<file path="config.mk">
export PLATFORM = sky130hd
export DESIGN_NAME = keypad_debounce_encoder
export DESIGN_NICKNAME = d
export VERILOG_FILES = /design/src/rtl/keypad_pkg.sv /design/src/rtl/keypad_onehot_enc.sv /design/src/rtl/keypad_debounce_encoder.sv
export SDC_FILE = /design/constraint.sdc
export NUM_CORES = 1
export LEC_CHECK = 0
export CORE_MARGIN = 10
export CORE_UTILIZATION = 40
export DETAILED_ROUTE_END_ITERATION = 7
export SETUP_SLACK_MARGIN = 0.5
export SLEW_MARGIN = 20
export SYNTH_ARGS = -nofsm -noshare
export SYNTH_HDL_FRONTEND = slang
export SYNTH_SLANG_ARGS = --single-unit
</file>
<file path="constraint.sdc">
create_clock -name clock -period 7.9 [get_ports clock]
set_input_delay 1.58 -clock clock [delete_from_list [all_inputs] [get_ports clock]]
set_output_delay 1.58 -clock clock [all_outputs]
set_load 0.02 [all_outputs]
</file>
<file path="src/rtl/keypad_pkg.sv">
// Shared widths and FSM state type for the keypad debounce/encode front end.
// Pure declarations; no logic, no latency, no flow control.
package keypad_pkg;

   localparam int KEY_W   = 10;
   localparam int DIGIT_W = 4;
   localparam int CNT_W   = 8;

   typedef enum logic [1:0] {
      IDLE,
      PRESS_WAIT,
      HELD,
      REL_WAIT
   } state_t;

endpackage

</file>
<file path="src/rtl/keypad_onehot_enc.sv">
// One-hot keypad to BCD encoder with zero/single/multi-key classification.
// Purely combinational (zero latency); no flow control, the result follows the input.
module keypad_onehot_enc
   import keypad_pkg::*;
(
   input  logic [KEY_W-1:0]   keys,
   output logic [DIGIT_W-1:0] bcd,
   output logic               is_zero,
   output logic               is_valid,
   output logic               is_multi
);

   logic [3:0] ones;

   // bcd is only meaningful when exactly one bit is set
   always_comb begin
      ones = '0;
      bcd  = '0;
      for (int i = 0; i < KEY_W; i++) begin
         if (keys[i]) begin
            ones = ones + 4'd1;
            bcd  = DIGIT_W'(i);
         end
      end
      is_zero  = (ones == 4'd0);
      is_valid = (ones == 4'd1);
      is_multi = (ones > 4'd1);
   end

endmodule

</file>
<file path="src/rtl/keypad_debounce_encoder.sv">
// Synchronise, debounce and BCD-encode a 10-key keypad; one digit strobe per clean press, optional key_err under KEYPAD_ERR_EN.
// Strobe DEBOUNCE_CYCLES+2 cycles after a stable raw press; no backpressure, a press accepted while enable=0 is dropped.
module keypad_debounce_encoder
   import keypad_pkg::*;
#(
   parameter int DEBOUNCE_CYCLES = 20,
   parameter int RELEASE_CYCLES  = 20
) (
   input  logic               clock,
   input  logic               clear,
   input  logic [KEY_W-1:0]   keypad,
   input  logic               enable,
   output logic [DIGIT_W-1:0] digit,
   output logic               digit_valid,
   output logic               key_down
`ifdef KEYPAD_ERR_EN
   ,
   output logic               key_err
`endif
);

   localparam logic [CNT_W-1:0] DEB_CNT = CNT_W'(DEBOUNCE_CYCLES);
   localparam logic [CNT_W-1:0] REL_CNT = CNT_W'(RELEASE_CYCLES);

   state_t             state;
   logic [KEY_W-1:0]   sync1;
   logic [KEY_W-1:0]   ks;
   logic [KEY_W-1:0]   cand;
   logic [CNT_W-1:0]   cnt;
   logic [CNT_W-1:0]   cnt_inc;
   logic [DIGIT_W-1:0] ks_bcd;
   logic               ks_zero;
   logic               ks_valid;
   logic               ks_multi;
   logic               accept;
   logic               release_done;

   keypad_onehot_enc u_enc (
      .keys     (ks),
      .bcd      (ks_bcd),
      .is_zero  (ks_zero),
      .is_valid (ks_valid),
      .is_multi (ks_multi)
   );

   assign cnt_inc = (cnt == '1) ? cnt : cnt + CNT_W'(1);

   // A count of 1 completes on the very cycle the wait would otherwise start
   always_comb begin
      accept       = 1'b0;
      release_done = 1'b0;
      case (state)
         IDLE:       accept       = ks_valid && (DEB_CNT <= CNT_W'(1));
         PRESS_WAIT: accept       = ks_valid && (ks == cand) && (cnt_inc >= DEB_CNT);
         HELD:       release_done = ks_zero && (REL_CNT <= CNT_W'(1));
         REL_WAIT:   release_done = ks_zero && (cnt_inc >= REL_CNT);
         default:    ;
      endcase
   end

   always_ff @(posedge clock or posedge clear) begin
      if (clear) begin
         state       <= IDLE;
         sync1       <= '0;
         ks          <= '0;
         cand        <= '0;
         cnt         <= '0;
         digit       <= '0;
         digit_valid <= 1'b0;
         key_down    <= 1'b0;
      end else begin
         sync1       <= keypad;
         ks          <= sync1;
         digit_valid <= 1'b0;
         if (accept) begin
            state       <= HELD;
            cnt         <= '0;
            digit       <= ks_bcd;
            key_down    <= 1'b1;
            digit_valid <= enable;
         end else if (release_done) begin
            state    <= IDLE;
            cnt      <= '0;
            key_down <= 1'b0;
         end else begin
            case (state)
               IDLE: begin
                  if (ks_valid) begin
                     state <= PRESS_WAIT;
                     cand  <= ks;
                     cnt   <= CNT_W'(1);
                  end
               end
               PRESS_WAIT: begin
                  if (!ks_valid) begin
                     state <= IDLE;
                     cnt   <= '0;
                  end else if (ks != cand) begin
                     cand <= ks;
                     cnt  <= CNT_W'(1);
                  end else begin
                     cnt <= cnt_inc;
                  end
               end
               HELD: begin
                  if (ks_zero) begin
                     state <= REL_WAIT;
                     cnt   <= CNT_W'(1);
                  end
               end
               REL_WAIT: begin
                  if (!ks_zero) begin
                     state <= HELD;
                     cnt   <= '0;
                  end else begin
                     cnt <= cnt_inc;
                  end
               end
               default: state <= IDLE;
            endcase
         end
      end
   end

`ifdef KEYPAD_ERR_EN
   logic err_armed;

   // One error pulse per multi-key episode; re-armed only by an all-clear keypad
   always_ff @(posedge clock or posedge clear) begin
      if (clear) begin
         key_err   <= 1'b0;
         err_armed <= 1'b1;
      end else begin
         key_err <= 1'b0;
         if (ks_zero) begin
            err_armed <= 1'b1;
         end else if (ks_multi && err_armed && (state == IDLE || state == PRESS_WAIT)) begin
            key_err   <= 1'b1;
            err_armed <= 1'b0;
         end
      end
   end
`endif

endmodule

</file>
Word level (Yosys, flattened, before mapping)
Cells that the tools add are included. W data, S select, Z words.

Word-level logic and storage cells: 89. Flip-flop bits (word level): 46. Output and inout port bits: 6. Input bits: 13.

Equal/unequal tests: 14. Mux-type cells: 44. Reduce and logical (&&, ||, !) cells: 10. Order comparisons: 1. Bitwise logic cells: 2. Add/subtract/negate cells: 10.

Operators with widths (number): $mux W8 (8); $mux W4 (11); $add A4 B1 Y4 const B (8); $pmux W8 S4 (1); $mux W10 (3); $pmux W10 S2 (1); $mux W2 (8); $ne A4 B4 Y1 const B (4); $mux W3 (4); $eq A10 B10 Y1 (1); $ne A10 B10 Y1 (1); $add A8 B1 Y8 const B (1); $eq A8 B8 Y1 const B (1); $ge A8 B5 Y1 const B (1); $pmux W2 S4 (1); $mux W1 (7); $ne A2 B2 Y1 const B (3); $reduce_and A6 Y1 (1); $eq A2 B2 Y1 const B (2); $eq A4 B1 Y1 const B (1); $logic_not A4 Y1 (1); $reduce_and A4 Y1 (1); $reduce_bool A2 Y1 (2); $logic_and A1 B1 Y1 (3); 5 further kinds (6).

Longest topological paths before layout
Gate-level depths: netlist of the first run.

Depth after elaboration: 25. Gate-level depth with buffers: 29. Gate-level depth less buffers: 28.

Modules after synthesis
A second synthesis of the first run with hierarchy kept.

Cell total of the unflattened synthesis: 300. Area, all modules: 2939.1 um^2.

Modules (own cells, without submodules): keypad_debounce_encoder (instances 1, cells an instance 149, area an instance 1848.0 um^2, sequential area each 1151.1 um^2); keypad_onehot_enc (instances 1, cells an instance 151, area an instance 1091.0 um^2, sequential area each 0.0 um^2).

Worst setup path after synthesis of the first run
No wires, ideal clock.

Path kind: reg2reg. Start point: register ks[0]. End point: register cnt[2]. Cell stages (with the launch flop): 29. Setup time: 0.078 ns. Path buffers: 1. Slack: 2.058 ns. Arrival: 5.764 ns. Clock period less this slack: 5.842 ns. Required time: 7.822 ns. Cells stage by stage: dfrtp_1 inv_1 ha_1 xor2_2 ha_1 nand2_1 o31ai_1 ha_1 mux2_2 ha_1 nor2b_1 nor3b_1 ha_1 nor2b_1 nor2_1 ha_1 nand2_1 o21ai_0 and3_1 ha_1 nand2_1 nand2_1 ha_1 xor3_1 o32a_1 buf_2 a211oi_1 o211ai_1 a21oi_1.

Longest elaborated chain between the ends: 25. Elaborated cells between the ends (all ways): 37. Those cells by class: add/sub (9); eq/ne (5); mux (18); reduce/logical (5).

RTL lines: start, declared (RTL line keypad_debounce_encoder.sv:27) `logic [KEY_W-1:0] ks;`; start signal, assigned (RTL line keypad_debounce_encoder.sv:73) `ks <= sync1;`; $mux W1 (RTL line keypad_onehot_enc.sv:20) `if (keys[i]) begin`; $add A1 B1 Y2 (RTL line keypad_onehot_enc.sv:21) `ones = ones + 4'd1;`; $mux W4 (RTL line keypad_onehot_enc.sv:20); $add A4 B1 Y4 (RTL line keypad_onehot_enc.sv:21); $mux W4 (RTL line keypad_onehot_enc.sv:20); $add A4 B1 Y4 (RTL line keypad_onehot_enc.sv:21); $mux W4 (RTL line keypad_onehot_enc.sv:20); $add A4 B1 Y4 (RTL line keypad_onehot_enc.sv:21); (+8 left out); $mux W4 (RTL line keypad_onehot_enc.sv:20); $add A4 B1 Y4 (RTL line keypad_onehot_enc.sv:21); $mux W4 (RTL line keypad_onehot_enc.sv:20); $eq A4 B1 Y1 (RTL line keypad_onehot_enc.sv:26) `is_valid = (ones == 4'd1);`; $logic_and A1 B1 Y1 (2 in a row) (RTL line keypad_debounce_encoder.sv:54) `PRESS_WAIT: accept = ks_valid && (ks == cand) && (cnt_inc >= DEB_CNT);`; $mux W1 (RTL line keypad_debounce_encoder.sv:52) `case (state)`; $ne A4 B4 Y1 (no line); $reduce_and A2 Y1 (no line); end signal, assigned (RTL line keypad_debounce_encoder.sv:102) `cnt <= cnt_inc;`; end signal, assigned (RTL line keypad_debounce_encoder.sv:116) `cnt <= cnt_inc;`; end, declared (RTL line keypad_debounce_encoder.sv:29) `logic [CNT_W-1:0] cnt;`.

Several ways; a longest one is shown, not always the timed one. A chain may end at the register's enable or synchronous reset.

Worst setup path after layout of the first run
Ends and elaborated chain as after synthesis.

==> summary.txt, run 1 <==
Status - complete, no violations
Final setup fails - 0
Worst hold start - sync1[2]
Most used DFF post-synth - dfrtp_1
Die X - 103 um
Initial antenna violation count - 0
Hpwl dp - 3.75 mm
Vias in the first global route - 1821
Slew headroom - 37.8%
CTS tree - done
Filler cells - 616
Share of the synthesized area in the top cell type - 41.9%
CP arrival - 6720 ps
Routed vias/inst - 5.27
YS warnings - 0
Synth Register Bits - 46
R2R setup slack - 1400 ps
Post-cts sizing count - 0
Max incr delay on CP - 670 ps
Worst hold-check path type - reg -> reg
DR pass1 iterations - 4
Root Buffer - clkbuf_8
Die height - 103 um
GRT overflow - 0
Initial Util - 40.9%
Post-route antenna net violation count - 0
Worst R2R Path Depth - 27
Share of layout cells above drive strength 1 - 14.2%
Footprint of the multi-input gates - 1480 um^2
Slew @ Worst Pin - 932 ps
Die area - 10600 um^2
Period utilization - 82.2%
Crit. End Element - flip-flop
Number of flops mapped to enable cells by yosys - 0
Maximum vdd ir drop - 0.110 mV
Core Rows - 30
Residual DRC - 0
Dpl ws - 1440 ps
Sink Count - 46
Final hold violation count - 0
Hold path depth - 0
Worst EP required - 8130 ps
FF-to-FF End - cnt[2]
WHS Endpoint - ks[2]
Net count after synthesis - 275
DR iter-0 viols - 179
Synth top area cells - dfrtp_1, mux2_2, xor2_1
Register area - 1150 um^2
Worst r2r src - ks[0]
WL/cell - 14.4 um
Worst-skew pair later-pin latency - 300 ps
Clock transition at path regs - 90 ps
Power Total - 828 uW
Core Region - 6720 um^2
Avg Inst Size Synth - 10.9 um^2
Crit Path Category - reg -> reg
Nets - 290
Crit path time final - 6500 ps
Setup_tns - 0 ps
Ports - 19
Most frequent cell after synthesis - dfrtp_1
Async SR Flop Fraction - 100%
Crit-path slowest cell - a211oi_1
Post-route setup slack - 1400 ps
Cell accounting for the most synthesized area - dfrtp_1
Via count - 1833
Crit-path most repeated cell - ha_1
Mapped Area - 2750 um^2
Routed wire length - 5.00 mm
Largest net degree at the start of global routing - 47
Post-CTS Setup Bufs - 0
Fmax - 154 MHz
Buffers added on ports - 18
CTS Buf Count - 5
ANT cells - 0
Startpoint Class - flip-flop
Power per cell area - 272 nW/um^2
RSZ-0062 raised after global routing - false
Max Transition Viols Final - 0
Post-synthesis sequential area ratio - 41.9%
Leakage - 1.34 nW
Max Root-Sink Buffers - 2
H-tree depth - 2
Cells after Synth - 252
Area growth syn-to-layout - 10.8%
GRT Overall Usage - 10.5%
Max_cap viols - 0
Global placement routability congestion - 0.803
Clk_skew - 4.41 ps
Synth unique cells - 49
Hold_buf cts - 0
Global-route wire length before repair - 8.91 mm
CP max FO - 9
Synth cell count leaders - dfrtp_1, nand2_1, nor2_1, xor2_1, mux2_2
worst max-delay path, delay by kind of cell (launching register included):
| kind | cells | cell delay [ps] |
|---|---|---|
| AND/OR/NAND/NOR | 9 | 1140 |
| buffers and inverters | 1 | 60 |
| multiplexers | 1 | 270 |
| XOR/XNOR | 2 | 700 |
| AO/OA/AOI/OAI | 6 | 1570 |
| flip-flops | 1 | 420 |
| adder cells (fa/ha/maj) | 8 | 2260 |
layout make-up:
class                      count  share of cell area (%)
tap                           80                    3.29
multi-input combinational    189                    48.5
timing repair buffer          18                    5.91
clock buffer                   5                    2.26
clock inverter                 3                    1.44
inverter                       7                   0.862
sequential                    46                    37.8
power breakdown:
group,switching (mW),internal [mW]
combinational,0.174,0.174
clock,0.0807,0.0948
sequential,0.0326,0.272
total,0.287,0.541
layer usage:
| layer | GRT usage (%) | up-vias | share of wire [%] |
|---|---|---|---|
| met1 | 15.0 | 875 | 51 |
| li1 | - | 924 | - |
| met4 | 3.64 | 0 | 1.5 |
| met5 | 0 | - | 0 |
| met3 | 2.75 | 7 | 3.7 |
| met2 | 15.0 | 27 | 43 |
worst max path at each step:
stage	cells after the start	slack [ps]	startpoint	end
finish	27	1400	ks[0]	cnt[2]
global route	27	830	ks[1]	cnt[4]
CTS	27	1400	ks[0]	cnt[2]
detailed placement	27	1440	ks[0]	cnt[2]
global placement	27	1590	ks[0]	cnt[2]
floorplan	28	2060	ks[0]	cnt[2]
sequential cells by signal (all words and copies together) (netlist names):
register     cells
state            2
sync1           10
key_down         1
digit            4
ks              10
digit_valid      1
cnt              8
cand            10
kinds of logic (layout without fill, tap and decap cells):
family | Yosys count | after routing | share of synthesized area (%)
AO/OA/AOI/OAI | 34 | 34 | 8.15
adder cells (fa/ha/maj) | 10 | 10 | 4.55
multiplexers | 18 | 18 | 7.24
flip-flops | 46 | 46 | 41.9
XOR/XNOR | 35 | 35 | 15.2
AND/OR/NAND/NOR | 92 | 92 | 18.5
buffers and inverters | 17 | 33 | 4.42
cells in the final DEF (no fill, tap or decap), types with 7 or more instances in the layout:
master / count
a21oi_1: 8
and3_1: 7
clkdlybuf4s50_1: 18
dfrtp_1: 46
ha_1: 10
mux2_2: 15
nand2_1: 19
nand3_1: 8
nor2_1: 16
nor4_1: 7
xnor2_1: 10
xor2_1: 16
stage by stage:
step                instance area, um^2  util (%)  cells  hold WS, ps
detailed placement                 2930      43.7    340          335
floorplan                          2750         -    252          331
CTS                                3050      45.3    348          357
global route                       3050      45.3    348          365
global placement                   2930      43.7    340          332
finish                             3050      45.3    348          353
Note: power is estimated with default switching activity, not from simulation.
==> inputs of run 2 (changes only) <==
==> constraint.sdc (replaced) <==
create_clock -name clock -period 6.2 [get_ports clock]
set_input_delay 1.24 -clock clock [delete_from_list [all_inputs] [get_ports clock]]
set_output_delay 1.24 -clock clock [all_outputs]
set_load 0.02 [all_outputs]
==> run 2 against run 1 <==
Sequential power is 28% higher. Setup slack worse by 770 ps. Sequential share of layout area is 3.4 points lower. Register-to-register slack worse by 770 ps. Critical path type unchanged. Combinational power is 73% higher. Largest power group unchanged. Worst hold slack better by 1.9 ps. Global-route usage is 0.98 points higher. Clock skew is 0.79 ps higher. Maximum frequency is 17% higher.
==> summary.txt, run 2 (synthesis results as in run 1) <==
Crit-path most repeated cell - ha_1
DR top layer - met4
Max_cap viols - 0 (unchanged)
Met1 wire length - 2.55 mm (-0.93%)
Slew @ Worst Pin - 951 ps (+18.8 ps)
Initial antenna violation count - 0 (unchanged)
Period utilization - 89.7% (+7.5 points)
Max Root-Sink Buffers - 2 (unchanged)
Via count - 1987 (+8.4%)
Global-route wire length before repair - 9.74 mm (+9.2%)
DR pass1 iterations - 4 (unchanged)
Register area - 1150 um^2 (+0.11%)
Core Region - 6720 um^2 (unchanged)
CP max FO - 5 (-4)
Buffers added on ports - 18 (unchanged)
Residual DRC - 0 (unchanged)
Worst R2R Path Depth - 27 (unchanged)
Commonest non-fill, non-tap cell in the layout - dfrtp_1
Dpl cells - 341 (+0.29%)
Crit Path Category - reg -> reg
Worst-skew pair later-pin latency - 310 ps (about the same)
Clk_skew - 5.20 ps (+0.788 ps)
CP arrival - 5770 ps (-950 ps)
Worst hold start - sync1[9]
Share of layout cells above drive strength 1 - 28.4% (+14 points)
Footprint of the multi-input gates - 1630 um^2 (+10%)
Worst r2r src - ks[1]
Crit-path slowest cell - dfrtp_1
Hold path depth - 0 (unchanged)
Filler cells - 594 (-3.6%)
Leakage - 1.46 nW (+9.1%)
Area growth syn-to-layout - 21.8%
Fmax - 180 MHz (+17%)
Clock transition at path regs - 100 ps (about the same)
Post-route insts no fill - 369 (+6.0%)
Crit path time final - 5560 ps (-933 ps)
Max incr delay on CP - 430 ps (-240 ps)
Metal2 WL - 2.81 mm (+29%)
Root Buffer - clkbuf_8
CTS Buf Count - 5 (unchanged)
Initial Util - 40.9% (unchanged)
Post-route antenna net violation count - 0 (unchanged)
Ports - 19 (unchanged)
Nets - 311 (+7.2%)
Core Rows - 30 (unchanged)
Worst EP required - 6410 ps (-1720 ps)
Worst hold-check path type - reg -> reg
Routed vias/inst - 5.38 (+2.2%)
Routed wire length - 5.77 mm (+15%)
Status - complete, no violations
RSZ-0062 raised after global routing - true
Post-DP Area - 2960 um^2 (+0.77%)
Largest net degree at the start of global routing - 47 (unchanged)
Slew headroom - 36.5% (-1.3 points)
Maximum vdd ir drop - 0.123 mV (+12%)
Finished Cell Area - 3350 um^2 (+9.9%)
CTS tree - done
Hpwl dp - 3.80 mm (+1.3%)
WL/cell - 15.6 um (+8.8%)
Die X - 103 um (unchanged)
Max Transition Viols Final - 0 (unchanged)
Sink Count - 46 (unchanged)
Met3 routed WL - 300 um (+64%)
ANT cells - 0 (unchanged)
Power per cell area - 357 nW/um^2 (+31%)
Global placement routability congestion - 0.825 (+2.8%)
Startpoint Class - flip-flop
Largest registers - cand: 10 flops, ks: 10 flops, sync1: 10 flops
Die height - 103 um (unchanged)
CP startpoint - ks[1]
Final hold violation count - 0 (unchanged)
GRT overflow - 0 (unchanged)
Vias in the first global route - 1961 (+7.7%)
Most frequent cells in the layout - dfrtp_1, clkdlybuf4s50_1, buf_4, nand2_1, xor2_1
H-tree depth - 2 (unchanged)
Final setup fails - 0 (unchanged)
GRT Overall Usage - 11.5% (+0.98 points)
DR iter-0 viols - 169 (-5.6%)
Crit. End Element - flip-flop
Die area - 10600 um^2 (unchanged)
==> run 2: worst paths after layout <==
path	end	slack, ps
min in group asynchronous	sync1[2]	1450
max	cand[7]	640
min reg2reg	ks[9]	360
min	ks[9]	360
max in group asynchronous	ks[2]	4110
max reg2reg	cand[7]	640
==> run 2: repair_timing <==
action,in CTS,in global routing
buffers inserted,7,12
resized for setup,8,22
cloned,1,0
pin swaps,5,12
hold buffers,0,0
setup endpoints to repair,25,25
endpoints found under the hold margin,0,0
==> run 2: where the power goes <==
group          internal (mW)  total (mW)  switching [mW]  leakage [nW]
logic                  0.316       0.603           0.287         0.838
registers              0.347       0.389          0.0425         0.571
clock network         0.0844       0.202           0.117        0.0506
total                  0.747        1.19           0.447          1.46
==> run 2: final cells by class <==
class                      instances  share of cell area, %
timing repair buffer              38                   10.2
inverter                           7                  0.785
multi-input combinational        190                   48.7
clock inverter                     3                  0.860
tap                               80                   2.99
sequential                        46                   34.4
clock buffer                       5                   2.06
==> run 2: worst max-delay path: cells and delay by family (launching register included) <==
| kind | cells | cell delay, ps |
|---|---|---|
| adder cells (fa/ha/maj) | 8 | 2150 |
| AND/OR/NAND/NOR | 10 | 1230 |
| multiplexers | 2 | 610 |
| AO/OA/AOI/OAI | 3 | 430 |
| flip-flops | 1 | 430 |
| XOR/XNOR | 2 | 410 |
| buffers and inverters | 2 | 220 |
==> run 2: metrics by stage <==
stage	util, %	power, mW	hold slack (ps)	setup slack, ps	setup TNS (ps)
2_1_floorplan	-	0.773	331	543	0
4_1_cts	47.0	1.10	358	522	0
5_1_grt	49.8	1.28	364	355	0
6_report	49.8	1.19	355	637	0
3_5_place_dp	44.0	0.847	335	-55.6	-196
3_3_place_gp	44.0	0.838	334	58.2	0
==> run 2: metal layers <==
layer	global-route usage, %	up-vias
met1	15.5	969
met2	17.4	42
met5	0	-
met3	2.82	9
met4	4.49	0
li1	-	967
==> edit 1 (config.mk and constraints of run 1) <==
Add a define of `KEYPAD_ERR_EN`.
--- a/src/rtl/keypad_debounce_encoder.sv
+++ b/src/rtl/keypad_debounce_encoder.sv
@@ -2,2 +2,4 @@
 // Strobe DEBOUNCE_CYCLES+2 cycles after a stable raw press; no backpressure, a press accepted while enable=0 is dropped.
+`define KEYPAD_ERR_EN
+
 module keypad_debounce_encoder
Check against the original RTL (old outputs only; new: key_err): equivalent (Yosys induction, for registers that start in step).
==> edit 1 against run 1 <==
Core utilization is 0.33 points lower. Clock skew is 0.0027 ns higher. Routed wire length is 21% higher. Final area is 13% higher. Critical path type unchanged. Area after synthesis is 14% higher. Highest routed layer unchanged. Total power is 5.8% higher. Critical endpoint is now cand[4]$_DFFE_PP0P_. Synthesized cell count is 24% higher. Count of clock-buffer cells in the layout is 2 higher. Worst setup slack worse by 0.37 ns. Non-clock buffer count is 2 higher. Sequential cell count is 2 higher.
==> edit 1: results (changes against run 1) <==
Int Pwr=560 uW (+3.6%); power in the clock group=138 uW (-22%); met2 WL=2900 um (+33%); sequential area share after synthesis=38.5% (-3.4 points); mux cell area share after synthesis=9.25% (+2.0 points); port bufs=19 (+1); Commonest cells post-synth=dfrtp_1 (47), xnor2_1 (24), nand2_1 (21), a21oi_1 (16), inv_1 (16); syn nets=336 (+22%); maximum VDD drop=0.000154 V (+41%); top cells by area, synth=dfrtp_1 (38%), xnor2_1 (6.7%), mux2_4 (4.8%); Mapped Cells=312 (+24%); combinational group share of total power=47.3% (+5.3 points); outcome=finished, final reports clean; met2 usage=16.9% (+2.0 points); largest net degree at the start of global routing=49 (+4.3%); Worst Path Arrival=7.05 ns (+0.33 ns); vias in the first global route=2,149 (+18%); Pleak=1.48 nW (+11%); register share of total power=36.9% (about the same); XOR/XNOR share of the synthesized area=12.5% (-2.8 points); Worst path slowest cell=ha_1; routed len/inst=14.3 um (-0.65%); Worst Clk Skew=0.00715 ns (+0.00274 ns); FF-to-FF End=cand[4]$_DFFE_PP0P_; vias=2,183 (+19%); GP Congestion=0.793 (-1.2%)
-- edit 1: area by class of cell --
type                            count  area, sq um
Clock buffer                        7         76.3
Clock inverter                      1         5.00
Tap cell                          102          128
Inverter                           17         63.8
Fill cell                         736         4210
Multi-Input combinational cell    230         1770
Sequential cell                    48         1200
Timing Repair Buffer               20          198
-- edit 1: worst min-delay path by stage --
stage / end / slack, ns / cells after the start / from
after floorplan: ks[0]$_DFF_PP0_ / 0.33 / 0 / sync1[0]$_DFF_PP0_
after CTS: ks[7]$_DFF_PP0_ / 0.35 / 0 / sync1[7]$_DFF_PP0_
after global placement: ks[6]$_DFF_PP0_ / 0.33 / 0 / sync1[6]$_DFF_PP0_
final: ks[0]$_DFF_PP0_ / 0.35 / 0 / sync1[0]$_DFF_PP0_
after detailed placement: ks[7]$_DFF_PP0_ / 0.33 / 0 / sync1[7]$_DFF_PP0_
after global routing: ks[0]$_DFF_PP0_ / 0.36 / 0 / sync1[0]$_DFF_PP0_
==> edit 2 (settings of run 1) <==
Made on the original files. The 4 states of `state_t` get a one-hot encoding in 4 bits.
--- a/src/rtl/keypad_pkg.sv
+++ b/src/rtl/keypad_pkg.sv
@@ -8,7 +8,7 @@
 
-   typedef enum logic [1:0] {
-      IDLE,
-      PRESS_WAIT,
-      HELD,
-      REL_WAIT
+   typedef enum logic [3:0] {
+      IDLE       = 4'b0001,
+      PRESS_WAIT = 4'b0010,
+      HELD       = 4'b0100,
+      REL_WAIT   = 4'b1000
    } state_t;
Formal check against the unedited RTL: same outputs for any inputs over 10 cycles, from zero or initial values; not proved beyond that.
==> edit 2 against run 1 <==
Final cell count up 10%. Sequential cell count up 2. Routed wire length down 0.32%. Core utilization up 1.6 points. Total power up 0.93%. Final area up 4.6%. Non-clock buffer count up 5. Worst setup slack worse by 0.28 ns. Area after synthesis up 1.4%. Hold slack worse by 0.00084 ns. Critical endpoint is now digit[1]$_DFFE_PP0N_. Largest power group unchanged. Highest routed layer unchanged.
==> edit 2: results (changes against run 1) <==
outcome=finished, final reports clean; drt first pass iters=4 (unchanged); H-tree depth=2 (unchanged); clk tree area frac=2.94% (-0.75 points); combinational group share of total power=43.9% (+1.9 points); P_sw=286 uW (-0.43%); WHS Path Cells=0 (unchanged); Compound-Gate Fraction of Synth Area=11.4% (+3.3 points); area occupied by multi-input gates=1500 sq um (+1.7%); seq_cells=48 (+4.3%); Clock Power Share=18.5% (-2.7 points); Fillers=622 (+0.97%); vias in the first global route=1,791 (-1.6%); GP Congestion=0.816 (+1.6%); Placed Area=3040 sq um (+3.5%); syn nets=290 (+5.5%); grt met1 use=13.9% (-1.2 points); 1st-iter DRT viols=126 (-30%); Worst Clk Skew=0.0113 ns (+0.00687 ns); grt met3 use=2.33% (-0.42 points); Non-clock inverters=10 (+3); worst hold slack=0.352 ns (-0.000837 ns); largest net degree at the start of global routing=49 (+4.3%); Vias/cell=5.03 (-4.5%); vias=1,931 (+5.3%); Tot GR Track Use=9.94% (-0.60 points); top cells by area, synth=dfrtp_1 (42%), mux2_2 (6.1%), xnor2_1 (6.0%); first-pass GRT wire length=8390 um (-5.9%); worst r2r src=ks[0]$_DFF_PP0_; Worst path slowest cell=nor3_2; CTS clock-pin slew for the worst setup and hold paths=0.10 ns; routed len/inst=13.0 um (-9.7%); max incr delay on CP=0.45 ns (-0.22 ns); post-layout util=46.9% (+1.6 points); Syn Area/Cell=10.4 sq um (-4.3%); met3 wire length=152 um (-17%); met2 WL=2130 um (-2.0%); Worst Path Arrival=6.97 ns (+0.25 ns); XOR/XNOR share of the synthesized area=14.0% (-1.2 points); share of cells above drive strength 1=14.6% (+0.40 points); mux cell area share after synthesis=6.78% (-0.46 points); fin nets=310 (+6.9%); worst hold path startpoint=sync1[5]$_DFF_PP0_; Final HPWL DP=3610 um (-3.8%); FF-to-FF End=digit[1]$_DFFE_PP0N_; FF/Latch Area=1200 sq um (+4.5%); Yosys cell types=47 (-4.1%); Pleak=1.35 nW (+0.63%); NonClk Buf Share=7.22% (+1.3 points); sum of routed wire segments on met1=2600 um (+1.0%); Hold Path End=ks[5]$_DFF_PP0_; maximum VDD drop=0.000108 V (-1.9%); post-route setup slack=1.13 ns (-0.277 ns); Commonest cells post-synth=dfrtp_1 (47), nor2_1 (21), nand2_1 (19), xnor2_1 (19), a21oi_1 (17); met2 usage=14.2% (-0.74 points); worst slew pin tran=0.893 ns (-0.0387 ns); fraction of the mapped netlist area in adder cells=4.49% (-0.063 points); port bufs=18 (unchanged); Reg2Reg Depth=28 (+3.7%); PD cells=262 nW/um^2 (-3.5%)
==> edit 2: how the worst max path moves through the flow <==
stage,start,to,cells past startpoint
2_1_floorplan,ks[0]$_DFF_PP0_,cand[0]$_DFFE_PP0P_,28
3_3_place_gp,ks[0]$_DFF_PP0_,cand[6]$_DFFE_PP0P_,28
3_5_place_dp,ks[0]$_DFF_PP0_,cand[6]$_DFFE_PP0P_,28
4_1_cts,ks[0]$_DFF_PP0_,cand[6]$_DFFE_PP0P_,28
5_1_grt,ks[0]$_DFF_PP0_,cnt[4]$_DFFE_PP0P_,28
6_report,ks[0]$_DFF_PP0_,digit[1]$_DFFE_PP0N_,28
==> edit 2: timing repair <==
item	4_1_cts	5_1_grt
setup endpoints to repair	0	22
resized for setup	0	1
setup buffers	0	5
